`config.mk`:
```
export PLATFORM = sky130hd
export DESIGN_NAME = dmem_arbiter
export DESIGN_NICKNAME = d
export VERILOG_FILES = /design/src/rtl/dmem_arb_pkg.sv /design/src/rtl/dmem_arbiter_rr.sv /design/src/rtl/dmem_arbiter.sv
export SDC_FILE = /design/constraint.sdc
export NUM_CORES = 1
export LEC_CHECK = 0
export BUFFER_PORTS_ARGS = -buffer_cell sky130_fd_sc_hd__buf_4
export CORE_MARGIN = 2
export CORE_UTILIZATION = 40
export DETAILED_ROUTE_END_ITERATION = 8
export HOLD_SLACK_MARGIN = 0.05
export MAX_ROUTING_LAYER = met4
export PLACE_DENSITY = 0.85
export SYNTH_ARGS = -nofsm -noshare
export SYNTH_HDL_FRONTEND = slang
export SYNTH_SLANG_ARGS = --single-unit
export TNS_END_PERCENT = 100
```
`constraint.sdc`:
```
create_clock -name clk -period 4.5 [get_ports clk]
set_input_delay 0.45 -clock clk [delete_from_list [all_inputs] [get_ports clk]]
set_output_delay 0.45 -clock clk [all_outputs]
set_load 0.02 [all_outputs]
```
`src/rtl/dmem_arb_pkg.sv`:
```
// Shared constants and FSM encoding for the two-requester data-memory arbiter.
package dmem_arb_pkg;

    // Number of requesters sharing the data memory
    localparam int NREQ = 2;

    // Memory word-index width (16 words)
    localparam int MEM_AW = 4;

    // Requester indices into the req_* / rsp_valid vectors
    localparam int REQ_CORE = 0;
    localparam int REQ_NOC  = 1;

    // Transaction FSM: one request in flight at a time
    typedef enum logic [1:0] {
        ST_IDLE   = 2'd0,
        ST_ACCESS = 2'd1,
        ST_RESP   = 2'd2
    } arb_state_e;

endpackage

```
`src/rtl/dmem_arbiter_rr.sv`:
```
// Two-input round-robin arbiter. The grant is combinational from req; the
// pointer moves to the non-granted requester whenever a grant is issued, so a
// requester that loses a tie wins the next one.
module rr_arbiter2
    import dmem_arb_pkg::*;
(
    input  logic            clk,
    input  logic            rst,
    input  logic [NREQ-1:0] req,
    output logic [NREQ-1:0] gnt
);

    logic rr_ptr_q;
    logic rr_ptr_d;

    // Grant selection and pointer update
    always_comb begin
        gnt      = '0;
        rr_ptr_d = rr_ptr_q;
        case (req)
            2'b01:   gnt = 2'b01;
            2'b10:   gnt = 2'b10;
            2'b11:   gnt = rr_ptr_q ? 2'b10 : 2'b01;
            default: gnt = 2'b00;
        endcase
        if (|gnt) begin
            rr_ptr_d = ~gnt[REQ_NOC];
        end
    end

    // Pointer register; reset gives the core priority
    always_ff @(posedge clk or posedge rst) begin
        if (rst) begin
            rr_ptr_q <= 1'b0;
        end else begin
            rr_ptr_q <= rr_ptr_d;
        end
    end

endmodule

```
`src/rtl/dmem_arbiter.sv`:
```
// Data-memory arbiter: core and NoC port share a 16-word memory.
// Handshake: a requester holds req_valid and its payload stable until it sees
// req_ready in the same cycle; the transfer happens on that rising edge.
// Dropping req_valid afterwards does not cancel the accepted transaction.
// Timeline: accept at T, memory strobe at T+1 (ACCESS), rsp_valid at T+2 (RESP).
module dmem_arbiter #(
    parameter int DATA_W = 32,
    parameter int MEM_AW = 4
) (
    input  logic                   clk,
    input  logic                   rst,
    input  logic [1:0]             req_valid,
    input  logic [1:0]             req_we,
    input  logic [1:0][31:0]       req_addr,
    input  logic [1:0][DATA_W-1:0] req_wdata,
    output logic [1:0]             req_ready,
    output logic [1:0]             rsp_valid,
    output logic [DATA_W-1:0]      rsp_rdata,
    output logic                   rsp_err,
    output logic                   mem_we,
    output logic                   mem_re,
    output logic [31:0]            mem_addr,
    output logic [DATA_W-1:0]      mem_wdata,
    input  logic [DATA_W-1:0]      mem_rdata,
    output logic [1:0]             dbg_state
);

    import dmem_arb_pkg::*;

    arb_state_e        state_q,     state_d;
    logic              owner_q,     owner_d;
    logic              we_q,        we_d;
    logic [31:0]       addr_q,      addr_d;
    logic              mem_we_q,    mem_we_d;
    logic              mem_re_q,    mem_re_d;
    logic [31:0]       mem_addr_q,  mem_addr_d;
    logic [DATA_W-1:0] mem_wdata_q, mem_wdata_d;
    logic [1:0]        rsp_valid_q, rsp_valid_d;
    logic [DATA_W-1:0] rsp_rdata_q, rsp_rdata_d;
    logic              rsp_err_q,   rsp_err_d;

    logic [1:0]        arb_req;
    logic [1:0]        gnt;
    logic              gnt_idx;
    logic [31:0]       sel_addr;
    logic [DATA_W-1:0] sel_wdata;
    logic              sel_ok;
    logic              lat_ok;

    // Only offer requests to the arbiter while idle and out of reset
    assign arb_req = (state_q == ST_IDLE && !rst) ? req_valid : 2'b00;

    rr_arbiter2 u_rr (
        .clk (clk),
        .rst (rst),
        .req (arb_req),
        .gnt (gnt)
    );

    assign gnt_idx   = gnt[REQ_NOC];
    assign sel_addr  = req_addr[gnt_idx];
    assign sel_wdata = req_wdata[gnt_idx];
    // Addresses above the memory index range are errors and never strobe memory
    assign sel_ok    = (sel_addr >> MEM_AW) == 32'd0;
    assign lat_ok    = (addr_q >> MEM_AW) == 32'd0;

    // Next-state and next-output logic; every output register defaults to 0
    always_comb begin
        state_d     = state_q;
        owner_d     = owner_q;
        we_d        = we_q;
        addr_d      = addr_q;
        mem_we_d    = 1'b0;
        mem_re_d    = 1'b0;
        mem_addr_d  = '0;
        mem_wdata_d = '0;
        rsp_valid_d = '0;
        rsp_rdata_d = '0;
        rsp_err_d   = 1'b0;
        case (state_q)
            ST_IDLE: begin
                if (|gnt) begin
                    owner_d     = gnt_idx;
                    we_d        = req_we[gnt_idx];
                    addr_d      = sel_addr;
                    mem_we_d    = sel_ok & req_we[gnt_idx];
                    mem_re_d    = sel_ok & ~req_we[gnt_idx];
                    mem_addr_d  = 32'(sel_addr[MEM_AW-1:0]);
                    mem_wdata_d = sel_wdata;
                    state_d     = ST_ACCESS;
                end
            end
            ST_ACCESS: begin
                rsp_valid_d[owner_q] = 1'b1;
                rsp_err_d            = ~lat_ok;
                rsp_rdata_d          = (lat_ok && !we_q) ? mem_rdata : '0;
                state_d              = ST_RESP;
            end
            ST_RESP: begin
                state_d = ST_IDLE;
            end
            default: begin
                state_d = ST_IDLE;
            end
        endcase
    end

    // FSM, latched request and registered outputs
    always_ff @(posedge clk or posedge rst) begin
        if (rst) begin
            state_q     <= ST_IDLE;
            owner_q     <= 1'b0;
            we_q        <= 1'b0;
            addr_q      <= '0;
            mem_we_q    <= 1'b0;
            mem_re_q    <= 1'b0;
            mem_addr_q  <= '0;
            mem_wdata_q <= '0;
            rsp_valid_q <= '0;
            rsp_rdata_q <= '0;
            rsp_err_q   <= 1'b0;
        end else begin
            state_q     <= state_d;
            owner_q     <= owner_d;
            we_q        <= we_d;
            addr_q      <= addr_d;
            mem_we_q    <= mem_we_d;
            mem_re_q    <= mem_re_d;
            mem_addr_q  <= mem_addr_d;
            mem_wdata_q <= mem_wdata_d;
            rsp_valid_q <= rsp_valid_d;
            rsp_rdata_q <= rsp_rdata_d;
            rsp_err_q   <= rsp_err_d;
        end
    end

    assign req_ready = gnt;
    assign mem_we    = mem_we_q;
    assign mem_re    = mem_re_q;
    assign mem_addr  = mem_addr_q;
    assign mem_wdata = mem_wdata_q;
    assign rsp_valid = rsp_valid_q;
    assign rsp_rdata = rsp_rdata_q;
    assign rsp_err   = rsp_err_q;
    assign dbg_state = state_q;

endmodule

```
Word-level counts from Yosys, hierarchy flattened
Index checks and enable logic that the tools add are counted.
W data, S select, Z words.
{"block": "totals", "output_inout_bits": 105, "regBits": 138}
{"block": "op_classes", "n_lt_le_gt_ge": 3, "n_eq_ne": 5, "bitwise_logic": 5, "reduce_logical": 10, "mux": 25}
{"op": "$mux W32", "count": 8}
{"op": "$logic_not A32 Y1", "count": 2}
{"op": "$mux W1", "count": 8}
{"op": "$mux W2", "count": 4}
{"op": "$mux W4", "count": 2}
{"op": "$pmux W2 S3", "count": 1}
{"op": "$eq A2 B1 Y1 const B", "count": 2}
{"op": "$eq A2 B2 Y1 const B", "count": 2}
{"op": "$lt A1 B2 Y1 const B", "count": 2}
{"op": "$pmux W2 S2", "count": 1}
{"op": "$logic_and A1 B1 Y1", "count": 3}
{"op": "$not A1 Y1", "count": 3}
{"op": "$and A1 B1 Y1", "count": 2}
{"op": "$logic_not A1 Y1", "count": 2}
{"op": "$logic_not A2 Y1", "count": 1}
{"op": "$ne A2 B1 Y1 const B", "count": 1}
{"op": "$reduce_and A2 Y1", "count": 1}
{"op": "$reduce_or A2 Y1", "count": 1}
{"op": "$demux W1 S1", "count": 1}
{"op": "$ge A1 B1 Y1 const B", "count": 1}

Longest topological paths before layout
Gate-level depths: netlist (run 1).
{"block": "depth", "depth_word": 11, "ltp_mapped": 6, "mapped_depth_nobuf": 5}

Modules after synthesis
From an unflattened synthesis (run 1), not the netlist that was laid out.
{"block": "unflattened", "cells_unflattened": 403, "area_unflattened_um2": 4563.1}
{"module": "dmem_arbiter", "instances": 1, "cells_each": 396, "area_per_inst_um2": 4505.6}
{"module": "rr_arbiter2", "instances": 1, "cells_each": 7, "area_per_inst_um2": 57.6}

Worst setup path after synthesis (run 1)
OpenSTA, ideal clock, no wires.
{"block": "synth_timing", "kind": "register to output", "startpoint": "register state_q[0], in the netlist dbg_state[0]", "endpoint": "output port req_ready[0]", "path_stages_with_launch": 6, "path_slack_ns": 2.572, "arrival_ns": 1.478, "path_cell_list": "dfrtp_1 -> nor3_2 -> nand3_1 -> inv_2 -> buf_2 -> buf_2"}
{"block": "synth_via", "elab_chain_cells": 5, "elab_cells_between_ends": 7, "classes_between": "3 x eq/ne; 2 x mux; 2 x reduce/logical"}
{"item": "start, declared", "line_no": "dmem_arbiter.sv:30", "rtl": "arb_state_e state_q, state_d;"}
{"item": "start signal, assigned", "line_no": "dmem_arbiter.sv:123", "rtl": "state_q <= state_d;"}
{"item": "$logic_not A2 Y1 *", "line_no": "dmem_arbiter.sv:51", "rtl": "assign arb_req = (state_q == ST_IDLE && !rst) ? req_valid : 2'b00;"}
{"item": "$logic_and A1 B1 Y1 *", "line_no": "dmem_arbiter.sv:51"}
{"item": "$mux W2 *", "line_no": "dmem_arbiter.sv:51"}
{"item": "$eq A2 B2 Y1 / $eq A2 B1 Y1 (equally long branches)", "line_no": "dmem_arbiter_rr.sv:20", "rtl": "case (req)"}
{"item": "$pmux W2 S3 *", "line_no": "dmem_arbiter_rr.sv:20"}
{"item": "end, declared", "line_no": "dmem_arbiter.sv:16", "rtl": "output logic [1:0] req_ready,"}
Mark *: on every way between the ends. The rest lies on a longest branch, timed or not.

Final worst setup path (run 1)
{"block": "layout_timing", "startpoint": "register state_q[0], in the netlist dbg_state[0]", "endpoint": "output port req_ready[1]"}
The elaborated chain is that of the path after synthesis.

==> impl_metrics.tcl, run 1 <==
set metrics [dict create \
    drtIter0Drc 306 \
    p_sw_w 0.000801 \
    crit_arrival_ns 2.43 \
    dieArea_um2 11700 \
    clock_sinks 106 \
    htree_levels 3 \
    ys_seq_area_share_pct 61.0 \
    synthArstFlopShare_pct 100 \
    setup_viol 0 \
    worst_path_largest_cell_delay_ns 0.61 \
    grt_pass1_vias 3722 \
    power.internal_w 0.00167 \
    drc 0 \
    finalWeightedCongestion 0.922 \
    final_core_util_pct 59.1 \
    swShare_pct 32.4 \
    diodes 0 \
    numCtsBuffers 9 \
    ys_types 32 \
    cts_buffer_depth 2 \
    wl_um 13800 \
    cp-end-kind "output port" \
    syn_to_final_growth_pct 46.0 \
    hold_viol 0 \
    leakage_nw 3.36 \
    clk_latency_ns 0.37 \
    drv_slew 0 \
    final_antenna_net_count 0 \
    synth.area.mux_share_pct 0.489 \
    avgRoutedWirePerCell_um 17.8 \
    ios 271 \
    synthCells 397 \
    die_y_um 108 \
    ys_ff_latch 106 \
    crit_type "reg2out" \
    grt_max_degree 72 \
    hpwl_um 10800 \
    yosys.area_share.simple_pct 18.8 \
    syn_area_um2 4350 \
    combPwrFrac_pct 28.6 \
    die_w_um 108 \
    synth_compound_area_share_pct 12.1 \
    cts-hold-fix-buffers 0 \
    worstHoldPathType "in2async" \
    outcome "finished, final reports clean" \
    antenna_found_initial 0 \
    root_buffer "clkbuf_8" \
    synthAdderAreaFrac_pct 0 \
    fin_crit_sh_pct 64.0 \
    coreArea_um2 10700 \
    required_ns 4.05 \
    cts.repair.resized 0 \
    setup_tns_ns 0 \
    cp_cell_sequence "nor3_2 > nand3_4 > buf_4 > inv_2 > buf_4" \
    slew_headroom_pct 42.4 \
    grt_usage_pct 24.2 \
    drtPass1Iterations 4 \
    finalNetCount 797 \
    cap_violations 0 \
    reg2reg_to "mem_re" \
    p_per_area_nw_per_um2 390 \
    rsz0062_at_grt "no" \
    cts_tree "built" \
    yosys_warnings 0 \
    clk_pin_slew_ns 0.09 \
    p_clk_share_pct 20.4 \
    rows 38 \
    drt-vias-per-instance 4.96 \
    critPathMostFrequentCell "buf_4" \
    cp_slowest_cell "inv_2" \
    rrSetupSlack_ns 2.04 \
    drive_gt1_share_pct 42.5 \
    synth_edf_count 0 \
    postCtsSetupBuffers 0 \
    r2r-start "dbg_state[0]" \
    rr_worst_depth 6 \
    final_common_cell "buf_4" \
    dr_total_vias 3846 \
    peakVddDrop_uv 176 \
    final_cell_mix "buf_4, dfrtp_1, nand2_1" \
    portBuffers 242 \
    synth_top_family_by_area "simple AND/OR/NAND/NOR gates" \
    critPathLaunchType "register" \
    min_period_ns 2.88 \
    finClkSkew_ns 0.00751 \
    synth-xor-area-share_pct 0 \
    cp_max_fo 63 \
    seqPwrFrac_pct 51.0 \
    syn_area_per_cell_um2 11.0 \
    synth_ff_type "dfrtp_1" \
    fmax_ghz 0.347 \
    grt_pass1_wl_um 20400 \
    worst_slew_pin_slew_ns 0.864 \
    grt_overflow_total 0 \
    initial_core_util_pct 40.5 \
]
cell type report:
| class | instances | area [um^2] |
|---|---|---|
| multi-input cells | 261 | 1480 |
| flip-flops and latches | 106 | 2650 |
| repair buffers | 247 | 1850 |
| clock buffers | 11 | 131 |
| clock inverters | 5 | 31.3 |
| fillers | 911 | 4400 |
| well taps | 140 | 175 |
| inverters | 6 | 25.0 |
through the flow:
stage | hold slack (ns) | worst slack (ns) | cells | total power (W) | cell area [um^2]
2_1_floorplan | 0.417 | 1.26 | 424 | 0.00168 | 4450
3_3_place_gp | 0.452 | 1.96 | 760 | 0.00196 | 6180
3_5_place_dp | 0.449 | 1.93 | 760 | 0.00199 | 6180
4_1_cts | 0.263 | 1.62 | 776 | 0.00250 | 6350
5_1_grt | 0.263 | 1.51 | 776 | 0.00263 | 6350
6_report | 0.249 | 1.62 | 776 | 0.00248 | 6350
metal layers:
| layer | global-route usage, % | vias to the layer above | routed length [um] |
|---|---|---|---|
| met1 | 26.0 | 1811 | 5010 |
| met4 | 9.62 | 0 | 346 |
| met2 | 41.3 | 222 | 7010 |
| li1 | - | 1787 | - |
| met3 | 7.78 | 26 | 1460 |
| met5 | - | - | 0 |
worst max-delay path: cells and delay by family (launching register included):
family                 cells  cell delay, ns
flip-flops                 1            0.41
buffers and inverters      3            1.19
AND/OR/NAND/NOR            2            0.41
worst max-delay path by stage:
stage | startpoint | endpoint | slack (ns) | cells after the start
after floorplan | rst | addr_q[10] | 1.26 | 1
after global placement | rst | req_ready[1] | 1.96 | 6
after CTS | dbg_state[0] | req_ready[1] | 1.62 | 5
final | dbg_state[0] | req_ready[1] | 1.62 | 5
after global routing | dbg_state[0] | req_ready[1] | 1.51 | 5
after detailed placement | rst | req_ready[1] | 1.93 | 6
logic make-up after synthesis:
family / after synthesis
other: 1
buffers and inverters: 57
AND/OR/NAND/NOR: 163
flip-flops: 106
multiplexers: 2
AO/OA/AOI/OAI: 68
power groups by stage:
stage                     Combinational [W]  Sequential (W)  Clock, W
final                              0.000708         0.00126  0.000505
after global routing               0.000776         0.00129  0.000565
after CTS                          0.000711         0.00126  0.000528
after detailed placement           0.000709         0.00128         0
after global placement             0.000690         0.00127         0
after floorplan                    0.000356         0.00132         0
synth_stat cells, types with 2 or more instances:
master    number  share of area, %
and2_1        33               4.7
a221oi_1       2              0.40
nor2_1        32               2.8
buf_2          7              0.81
nand2b_1       2              0.29
nand2_1       62               5.4
a31oi_1       27               3.9
a22o_1        36               7.3
or3_1          2              0.29
dfrtp_1      106                61
inv_2          2              0.17
inv_1          4              0.35
nor4_1        14               2.0
nor3_1         3              0.35
buf_4         28               4.8
nor4_2         2              0.58
clkbuf_1      15               1.3
nand4_1        4              0.58
nand3_1        2              0.23
or4_1          2              0.35
registers in the layout, summed over array words and instances (netlist names), 2 cells and up:
register   flops
mem_wdata     32
addr_q        28
dbg_state      2
rsp_valid      2
mem_addr       4
rsp_rdata     32
No activity file was read; power rests on OpenSTA's default activity.
==> run 2: changes to the inputs <==
--- a/config.mk
+++ b/config.mk
@@ -5,6 +5,7 @@
 export SDC_FILE = /design/constraint.sdc
 export NUM_CORES = 1
 export LEC_CHECK = 0
+export ABC_AREA = 1
 export BUFFER_PORTS_ARGS = -buffer_cell sky130_fd_sc_hd__buf_4
 export CORE_MARGIN = 2
 export CORE_UTILIZATION = 40
==> constraint.sdc (replaced) <==
create_clock -name clk -period 2.3 [get_ports clk]
set_input_delay 0.23 -clock clk [delete_from_list [all_inputs] [get_ports clk]]
set_output_delay 0.23 -clock clk [all_outputs]
set_load 0.02 [all_outputs]
==> run 2 against run 1 <==
  * Routed wire length is 3.4% lower
  * Largest cell class unchanged
  * Combinational power is 41% higher
  * Global-route usage is 3.1 points lower
  * Setup slack worse by 1.4 ns
  * Cell count is 24% higher
  * Count of clock-buffer cells in the layout is 2 lower
==> impl_metrics.tcl, run 2 <==
set metrics [dict create \
    clk_latency_ns 0.35 \
    met2WireLength_um 6760 \
    fmax_ghz 0.481 \
    seqPwrFrac_pct 45.5 \
    syn_area_um2 4810 \
    numCtsBuffers 9 \
    combPwrFrac_pct 21.1 \
    hpwl_um 10200 \
    finClkSkew_ns 0.0105 \
    finalWeightedCongestion 0.796 \
    synth_top_area_share_pct 55.1 \
    wl_met3_um 825 \
    path_buf_inv 4 \
    ys_ff_latch 106 \
    htree_levels 3 \
    ios 271 \
    setup_tns_ns 0 \
    power.internal_w 0.00335 \
    cts_tree "built" \
    p_sw_w 0.00139 \
    drtIter0Drc 340 \
    worstHoldPathType "in2reg" \
    synth_ff_type "dfrtp_1" \
    power_w 0.00474 \
    portBuffers 242 \
    synth-xor-area-share_pct 0 \
    diodes 0 \
    grt_max_degree 72 \
    grt_usage_pct 21.0 \
    final_common_cell "buf_4" \
    peakVddDrop_uv 389 \
    rsz0062_at_grt "no" \
    worst_slew_pin_slew_ns 0.539 \
    final_cell_mix "buf_4, nand2_1, dfrtp_1" \
    critPathLaunchType "primary input" \
    synth_top_family_by_area "simple AND/OR/NAND/NOR gates" \
    drive_gt1_share_pct 34.2 \
    required_ns 2.07 \
    yosys.area_share.simple_pct 26.0 \
    synth_compound_area_share_pct 7.77 \
    p_clk_share_pct 33.4 \
    cp_max_fo 30 \
    yosys_warnings 0 \
    top_layer "met4" \
    ys_types 26 \
    dr_total_vias 4457 \
    synthCells 578 \
    drc 0 \
    finalNetCount 977 \
    drt-vias-per-instance 4.63 \
    crit_arrival_ns 1.85 \
    cap_violations 0 \
    grt_pass1_vias 4116 \
    clk_pin_slew_ns 0.08 \
    ys_seq_area_share_pct 55.1 \
    crit_type "in2out" \
    slew_headroom_pct 64.0 \
    hold_ws_ns 0.109 \
    p_per_area_nw_per_um2 679 \
    postCtsSetupBuffers 0 \
    drtPass1Iterations 4 \
    synthArstFlopShare_pct 100 \
    syn_to_final_growth_pct 45.1 \
    synthAdderAreaFrac_pct 0 \
    wl_um 13400 \
    ys_top_cells_by_count "nand2_1, dfrtp_1, nor2_1, inv_1, a21oi_1" \
    cp-end-kind "output port" \
    synth_top_area_cell "dfrtp_1" \
    synth_edf_count 0 \
    fin_crit_sh_pct 90.5 \
    swShare_pct 29.3 \
    outcome "finished, final reports clean" \
    setup_viol 0 \
    root_buffer "clkbuf_16" \
    synth.area.mux_share_pct 0 \
    die_y_um 114 \
    hold_viol 0 \
    avgRoutedWirePerCell_um 13.9 \
    drt-met1-wl_um 5530 \
    cts_buffer_depth 2 \
    crit_family "buffers and inverters" \
    min_period_ns 2.08 \
    synth_most_common_cell "nand2_1" \
    netlist_top_cells_area "dfrtp_1, nand2_1, buf_4" \
    cp_slowest_cell "dlygate4sd3_1" \
    worst_path_largest_cell_delay_ns 0.54 \
    syn_area_per_cell_um2 8.33 \
    final_antenna_net_count 0 \
    clock_sinks 106 \
    coreArea_um2 11900 \
    dieArea_um2 12900 \
    grt_pass1_wl_um 20700 \
    leakage_nw 3.83 \
    drv_slew 0 \
    critPathMostFrequentCell "buf_4" \
    grt_overflow_total 0 \
    cp_cell_sequence "dlygate4sd3_1 > buf_4 > nor2_4 > buf_4 > nand2_1 > a31oi_1 > buf_4" \
    rows 40 \
    antenna_found_initial 0 \
    initial_core_util_pct 40.6 \
    die_w_um 114 \
]
run 2: cell types whose count changed in the layout (fill, tap and decap cells not counted), moves of 7 or more:
cell	previous run	this run
a31oi_1	27	2
nand3b_1	1	20
nor4_1	14	5
clkbuf_8	9	0
nand2_1	62	207
nor2_1	32	53
clkbuf_16	0	9
inv_1	3	37
a21oi_1	0	37
o21ai_0	0	28
nand3_1	2	9
a22o_1	36	0
and2_1	33	0
run 2: area by class of cell:
class / count / area (um^2)
Fill cell: 1047 / 4880
Sequential cell: 106 / 2650
Timing Repair Buffer: 255 / 1940
Multi-Input combinational cell: 400 / 1750
Clock buffer: 9 / 225
Tap cell: 147 / 184
Inverter: 39 / 150
Clock inverter: 7 / 82.6
run 2: kinds of logic after synthesis:
family / after synthesis
compound gates: 71
buf+inv: 99
simple gates: 301
other cells: 1
flops: 106
run 2: power groups by stage:
stage          Sequential (W)  Combinational (W)  Clock, W
5_1_grt               0.00218            0.00111   0.00172
2_1_floorplan         0.00223           0.000542         0
4_1_cts               0.00216            0.00101   0.00163
3_5_place_dp          0.00219            0.00101         0
3_3_place_gp          0.00219           0.000989         0
6_report              0.00216           0.000999   0.00158
run 2: tightest hold or removal path: stages:
cell	delay, ns
buf_4	0.10
nand2_1	0.05
nor2_1	0.04
run 2: through the flow:
step           util (%)  std cells  instance area [um^2]  worst slack [ns]
5_1_grt            58.9        963                  6980             0.120
2_1_floorplan         -        605                  4920             0.568
4_1_cts            58.9        963                  6980             0.219
3_5_place_dp       56.2        946                  6670             0.503
3_3_place_gp       56.2        946                  6670             0.553
6_report           58.9        963                  6980             0.219
run 2: repair_timing:
| item | 4_1_cts | 5_1_grt |
|---|---|---|
| hold endpoints to repair | 22 | 0 |
| resized for setup | 0 | 0 |
| endpoints found under the setup margin | 0 | 0 |
| hold buffers | 1 | 0 |
run 2: metal layers:
| layer | vias to the layer above | global-route usage, % |
|---|---|---|
| li1 | 2199 | - |
| met3 | 18 | 3.40 |
| met2 | 176 | 36.4 |
| met5 | - | - |
| met1 | 2064 | 25.3 |
| met4 | 0 | 6.50 |
run 2: final timing paths:
path,from,end,slack (ns),cells past startpoint
max,rst,req_ready[0],0.22,7
min,mem_rdata[17],rsp_rdata[17],0.11,3
max reg2reg,dbg_state[0],mem_re,0.44,12
min reg2reg,owner_q,rsp_valid[0],0.42,1
max in group asynchronous,rst,mem_wdata[4],1.10,4
min in group asynchronous,rst,mem_wdata[20],0.52,3
